### src/rtl/seq_serial_rx.sv
// seq_serial_rx: oversampling serial frame receiver (start/data/[parity]/stop) feeding a valid/ready output register.
// Define SEQ_SERIAL_RX_PARITY_EN to compile in the even-parity bit after the data bits.
module seq_serial_rx #(
    parameter int DIV    = 4,
    parameter int DATA_W = 8
) (
    input  logic              clk,
    input  logic              rst,
    input  logic              rx_in,
    input  logic              ready,
    output logic [DATA_W-1:0] data_out,
    output logic              valid,
    output logic              frame_err,
    output logic              parity_err,
    output logic              overrun
);
    localparam int CNT_W = $clog2(DIV);
    localparam int IDX_W = (DATA_W > 1) ? $clog2(DATA_W) : 1;
    localparam logic [CNT_W-1:0] HALF_END = CNT_W'(DIV / 2 - 1);
    localparam logic [CNT_W-1:0] BIT_END  = CNT_W'(DIV - 1);
    localparam logic [IDX_W-1:0] LAST_IDX = IDX_W'(DATA_W - 1);

    typedef enum logic [2:0] {
        IDLE,
        START,
        DATA,
`ifdef SEQ_SERIAL_RX_PARITY_EN
        PARITY,
`endif
        STOP,
        BREAK
    } state_t;

    state_t            state_q, state_d;
    logic [CNT_W-1:0]  cnt_q, cnt_d;
    logic [IDX_W-1:0]  idx_q, idx_d;
    logic [DATA_W-1:0] shreg_q, shreg_d;
    logic              done_q, done_d;
    logic              stop_q, stop_d;
    logic [1:0]        sync_q;
    logic              rx_s;
    logic              load;

    assign rx_s = sync_q[1];

    always_ff @(posedge clk or posedge rst) begin
        if (rst) sync_q <= 2'b11;
        else     sync_q <= {sync_q[0], rx_in};
    end

`ifdef SEQ_SERIAL_RX_PARITY_EN
    logic par_q, par_d;
`endif

    always_ff @(posedge clk or posedge rst) begin
        if (rst) begin
            state_q <= IDLE;
            cnt_q   <= '0;
            idx_q   <= '0;
            shreg_q <= '0;
            done_q  <= 1'b0;
            stop_q  <= 1'b0;
`ifdef SEQ_SERIAL_RX_PARITY_EN
            par_q   <= 1'b0;
`endif
        end else begin
            state_q <= state_d;
            cnt_q   <= cnt_d;
            idx_q   <= idx_d;
            shreg_q <= shreg_d;
            done_q  <= done_d;
            stop_q  <= stop_d;
`ifdef SEQ_SERIAL_RX_PARITY_EN
            par_q   <= par_d;
`endif
        end
    end

    always_comb begin
        state_d = state_q;
        cnt_d   = cnt_q;
        idx_d   = idx_q;
        shreg_d = shreg_q;
        done_d  = 1'b0;
        stop_d  = stop_q;
`ifdef SEQ_SERIAL_RX_PARITY_EN
        par_d   = par_q;
`endif
        case (state_q)
            IDLE: begin
                if (!rx_s) begin
                    state_d = START;
                    cnt_d   = '0;
                end
            end
            START: begin
                // Half a bit in: a line that is high again was only a glitch.
                if (cnt_q == HALF_END) begin
                    cnt_d = '0;
                    if (rx_s) state_d = IDLE;
                    else begin
                        state_d = DATA;
                        idx_d   = '0;
                    end
                end else cnt_d = cnt_q + CNT_W'(1);
            end
            DATA: begin
                if (cnt_q == BIT_END) begin
                    cnt_d          = '0;
                    shreg_d[idx_q] = rx_s;
                    if (idx_q == LAST_IDX) begin
`ifdef SEQ_SERIAL_RX_PARITY_EN
                        state_d = PARITY;
`else
                        state_d = STOP;
`endif
                    end else idx_d = idx_q + IDX_W'(1);
                end else cnt_d = cnt_q + CNT_W'(1);
            end
`ifdef SEQ_SERIAL_RX_PARITY_EN
            PARITY: begin
                if (cnt_q == BIT_END) begin
                    cnt_d   = '0;
                    par_d   = (^shreg_q) ^ rx_s;
                    state_d = STOP;
                end else cnt_d = cnt_q + CNT_W'(1);
            end
`endif
            STOP: begin
                if (cnt_q == BIT_END) begin
                    cnt_d   = '0;
                    done_d  = 1'b1;
                    stop_d  = rx_s;
                    state_d = rx_s ? IDLE : BREAK;
                end else cnt_d = cnt_q + CNT_W'(1);
            end
            BREAK: begin
                if (rx_s) state_d = IDLE;
            end
            default: state_d = IDLE;
        endcase
    end

    // shreg_q stays stable for a full bit after the stop sample, so the output stage reads it one edge later.
    assign load = done_q && (!valid || ready);

    always_ff @(posedge clk or posedge rst) begin
        if (rst) begin
            data_out  <= '0;
            valid     <= 1'b0;
            frame_err <= 1'b0;
            overrun   <= 1'b0;
        end else begin
            overrun <= done_q && valid && !ready;
            if (valid && ready) valid <= 1'b0;
            if (load) begin
                data_out  <= shreg_q;
                frame_err <= !stop_q;
                valid     <= 1'b1;
            end
        end
    end

`ifdef SEQ_SERIAL_RX_PARITY_EN
    always_ff @(posedge clk or posedge rst) begin
        if (rst)       parity_err <= 1'b0;
        else if (load) parity_err <= par_q;
    end
`else
    assign parity_err = 1'b0;
`endif

endmodule
### config.mk
export PLATFORM = sky130hd
export DESIGN_NAME = seq_serial_rx
export DESIGN_NICKNAME = d
export VERILOG_FILES = /design/src/rtl/seq_serial_rx.sv
export SDC_FILE = /design/constraint.sdc
export NUM_CORES = 1
export LEC_CHECK = 0
export ABC_AREA = 0
export CAP_MARGIN = 20
export CORE_ASPECT_RATIO = 1.1
export CORE_MARGIN = 4
export CORE_UTILIZATION = 58
export DETAILED_ROUTE_END_ITERATION = 7
export GPL_ROUTABILITY_DRIVEN = 0
export GPL_TIMING_DRIVEN = 1
export PLACE_DENSITY = 0.93
export SYNTH_ARGS = -nofsm -noshare
export SYNTH_HDL_FRONTEND = slang
export SYNTH_SLANG_ARGS = --single-unit
### constraint.sdc
create_clock -name clk -period 5.2 [get_ports clk]
set_input_delay 1.04 -clock clk [delete_from_list [all_inputs] [get_ports clk]]
set_output_delay 1.04 -clock clk [all_outputs]
set_load 0.01 [all_outputs]
## After elaboration in Yosys (flattened, before gate mapping)

Cells that the tools add are included.

- Magnitude comparators: 2
- Eq/ne operators: 15
- Divide/modulo/power cells: 0
- Multiplexer cells: 25
- Shift operators: 0
- Multipliers: 0
- Add/subtract/negate cells: 2
- Reductions and logical operators: 19
- Bitwise gates (word level): 0

Operator list:

| cell | count |
|---|---|
| two-way mux 3 bit | 11 |
| != test 2 bit, second input constant | 8 |
| case mux 3 bit (5 select lines) | 1 |
| bitwise mux 8 bit | 1 |
| two-way mux 2 bit | 4 |
| equality test 3 x 2 -> 1 bit, second input constant | 2 |
| equality test 3 bit, second input constant | 2 |
| case mux 2 bit (3 select lines) | 1 |
| case mux 3 bit (2 select lines) | 1 |
| AND reduction 2 bit | 3 |
| AND reduction 6 bit | 1 |
| logical AND 1 bit | 5 |
| two-way mux 1 bit | 5 |
| AND reduction 5 bit | 1 |
| less-than comparator 3 x 4 -> 1 bit, second input constant | 1 |
| nonzero test 2 bit | 2 |
| adder 3 x 1 -> 3 bit, second input constant | 1 |
| demux 1 bit (select 3 bit) | 1 |
| equality test 3 x 1 -> 1 bit, second input constant | 1 |
| greater-or-equal comparator 3 x 1 -> 1 bit, second input constant | 1 |
| zero test 1 bit | 3 |
| zero test 3 bit | 1 |
| nonzero test 3 bit | 1 |
| adder 2 x 1 -> 2 bit, second input constant | 1 |
| other kinds (4) | 4 |

- Flip-flop bits (word level): 31
- Memories: 0
- Input bits: 4
- Latch bits: 0
- Output and inout port bits: 12
- Bits in read-only memories: 0
- RAM bits: 0

## Longest topological paths before layout

- Depth in word-level cells: 5
- Depth in mapped cells: 5

## Worst setup path before layout

Ideal clock, no wire load.

- Path type: input port to flip-flop
- Start: in ready
- End: reg data_out[0]
- Arrival: 1,797 ps
- Library setup time: 125 ps
- Required time: 5,075 ps
- Stages on the path: 3
- Path buffers: 0
- Path slack: 3,278 ps
- Path through: nand2b_1 > nand2_1 > mux2_2

- Cells in the longest elaborated chain, start to end: 2

Ends and longest elaborated chain:

| what | RTL line | text |
|---|---|---|
| from (decl) | 10 | `input logic ready,` |
| logical OR 1 bit | 145 | `assign load = done_q && (!valid \|\| ready);` |
| logical AND 1 bit | 145 |  |
| to (signal assigned) | 157 | `data_out <= shreg_q;` |
| to (decl) | 11 | `output logic [DATA_W-1:0] data_out,` |

Every way passes these cells.
A chain may end at the register's enable or synchronous reset.

## Worst setup path in the final report

- Start: reg data_out[2]
- End: out data_out[2]

No word-level cell between the ends.

==> results.yml <==
clocking:
  htree_levels: 2
  cts.repair.resized: 0
  cts_root_buf: "clkbuf_4"
  clkSlewWorstSetupHoldPaths_ns: 0.10
  cts.path.max_buffers: 2
  cts_made_buffers: 5
  post_cts_buffers: 0
  clock-sinks: 31
  clk_latency_ns: 0.33
  cts_tree: "done"
  holdBufCountCts: 0
synth:
  synth_mux_area_share_pct: 15.9
  yosys_warnings: 0
  avgSynthCellArea_sq_um: 12.4
  synth_flop_cell: "dfrtp_1"
  ys_types: 32
  yosys.area_share.simple_pct: 13.4
  synthAdderAreaFrac_pct: 4.43
  synth_top_area_share_pct: 51.4
  ys_top_cells_by_area: "dfrtp_1 (51%), mux2_2 (14%), ha_1 (4.4%)"
  async_reset_ff_share_pct: 100
  syn_area_sq_um: 1410
  synth_cells: 114
  synth_top_family_by_area: "multiplexers"
  synth_nets: 123
  synth_area_leader_cell: "dfrtp_1"
  synth_seq_cells: 31
  synth-compound-area-share_pct: 6.38
  synth-xor-area-share_pct: 0.620
  ys_seq_area_share_pct: 55.1
  synth_edf_count: 0
global_routing:
  grt_pass1_vias: 1028
  grt_overflow: 0
  antenna_found_initial: 0
  grt_usage_pct: 20.0
  grt_max_degree: 18
  grt_pass1_wl_mm: 4.51
floorplan:
  fp-row-count: 18
  core-area_sq_um: 2270
  die_w_microns: 55.1
  die_y_microns: 59.8
  die_area_sq_um: 3290
  initial_utilization_pct: 62.1
  io_pins: 16
timing:
  worstMarginPinSlew_ns: 0.661
  period_share_pct: 44.1
  fin_crit_ns: 2.29
  rsz0062_at_grt: "no"
  setup_tns_ns: 0
  fmax_ghz: 0.437
  max_slew_margin_pct: 55.9
  hold_violations: 0
  finalSetupViolations: 0
  fin_skew_ns: 0.00974
  slew_viol_final: 0
cells_and_area:
  final_nets: 137
  diodes: 0
  most-common-layout-cells: "dfrtp_1 (29), mux2_2 (18), clkdlybuf4s50_1 (14)"
  drive_gt1_share_pct: 23.3
  layout_commonest_cell: "dfrtp_1"
  fin_cells: 159
  area_growth_pct: 18.0
power_and_ir_drop:
  p_leak_nw: 0.783
  clkPwrFrac_pct: 28.0
  sw_frac_of_total_pct: 29.8
  ir_drop_mv: 0.325
  p_int_mw: 0.486
  combPwrFrac_pct: 24.0
  power_per_cell_area_nw_per_um2: 415
  switchingPower_mw: 0.206
  power_frac_seq_pct: 48.0
route:
  dr.pass1.iters: 4
  via_count: 932
  ant_nets: 0
  post_drt_wl_per_cell_microns: 15.7
  drtIter0Drc: 16
  viasPerCell: 5.86
  routed_wl_mm: 2.49
  drc: 0
place:
  portBuffers: 14
  post-place-cells: 151
  hpwl_mm: 1.76
worst_setup_path:
  critical_path_arrival_ns: 1.25
  crit_required_ns: 4.16
  critPathKind: "reg2out"
  worstPathCellList: "clkdlybuf4s50_1"
  end_kind: "output pin"
  cpPeakStageDelay_ns: 0.54
  path_buf_inv: 1
  critPathLaunchType: "flip-flop"
  slowest_stage: "clkdlybuf4s50_1"
  crit_fanout: 2
  cp_top_family: "buffers and inverters"
hold_path:
  hp-class: "reg2reg"
run:
  maxCapViolCount: 0
status:
  status: "completed"
metrics by stage:
step | hold slack, ns | setup WS [ns] | utilization [%] | total power [mW] | instance area, sq um
4_1_cts | 0.371 | 2.88 | 73.3 | 0.705 | 1670
2_1_floorplan | 0.345 | 3.28 | - | 0.452 | 1410
6_report | 0.370 | 2.91 | 73.3 | 0.692 | 1670
5_1_grt | 0.378 | 2.81 | 73.3 | 0.742 | 1670
3_5_place_dp | 0.357 | 2.72 | 69.5 | 0.505 | 1580
3_3_place_gp | 0.349 | 2.76 | 68.3 | 0.484 | 1550
kinds of logic (layout without fill, tap and decap cells):
logic type	after synthesis	count (layout)
AO/OA/AOI/OAI	13	13
XOR/XNOR	1	1
adder cells (fa/ha/maj)	5	5
buffers and inverters	13	28
flip-flops	31	31
multiplexers	20	20
other	1	1
AND/OR/NAND/NOR	30	30
cell usage after synthesis, drive strengths merged (3+ instances only):
cell type   n
dfrtp      29
mux2       19
nand2       8
clkbuf      6
a21oi       5
ha          5
inv         5
nor2        4
nand4b      3
final timing paths:
check | slack (ns) | startpoint | cells after the start | end
min reg2reg | 0.37 | sync_q[0] | 0 | sync_q[1]
min in group asynchronous | 1.09 | rst | 2 | cnt_q[1]
max reg2reg | 3.18 | idx_q[0] | 5 | idx_q[0]
min | 0.37 | sync_q[0] | 0 | sync_q[1]
max in group asynchronous | 3.52 | rst | 3 | sync_q[1]
max | 2.91 | data_out[2] | 1 | data_out[2]
registers in the layout, indices dropped and copies added (netlist names):
name,cells
valid,1
sync_q,2
done_q,1
idx_q,3
shreg_q,8
stop_q,1
state_q,3
data_out,8
overrun,1
cnt_q,2
frame_err,1
routing by layer:
metal  global-route usage, %  wire, microns  vias to the layer above  share of wire [%]
met5                       0              0                        -                  0
met2                    30.1           1230                       23                 49
met1                    22.8           1050                      469                 42
li1                        -              -                      431                  -
met3                    9.98            123                        9                4.9
met4                    11.1             89                        0                3.6
layout make-up:
cell class / instances / area (sq um)
clock buffer: 6 / 51.3
fill: 157 / 608
inverter: 5 / 18.8
tap: 30 / 37.5
multi-input combinational: 70 / 578
clock inverter: 2 / 35.0
timing repair buffer: 15 / 168
sequential: 31 / 778
power by group through the flow:
| stage | Combinational, mW | Sequential [mW] | Clock, mW |
|---|---|---|---|
| floorplan | 0.144 | 0.309 | 0 |
| global placement | 0.153 | 0.330 | 0 |
| detailed placement | 0.168 | 0.337 | 0 |
| CTS | 0.169 | 0.333 | 0.202 |
| global route | 0.186 | 0.341 | 0.215 |
| finish | 0.166 | 0.332 | 0.194 |
(Power assumes the default switching activity.)
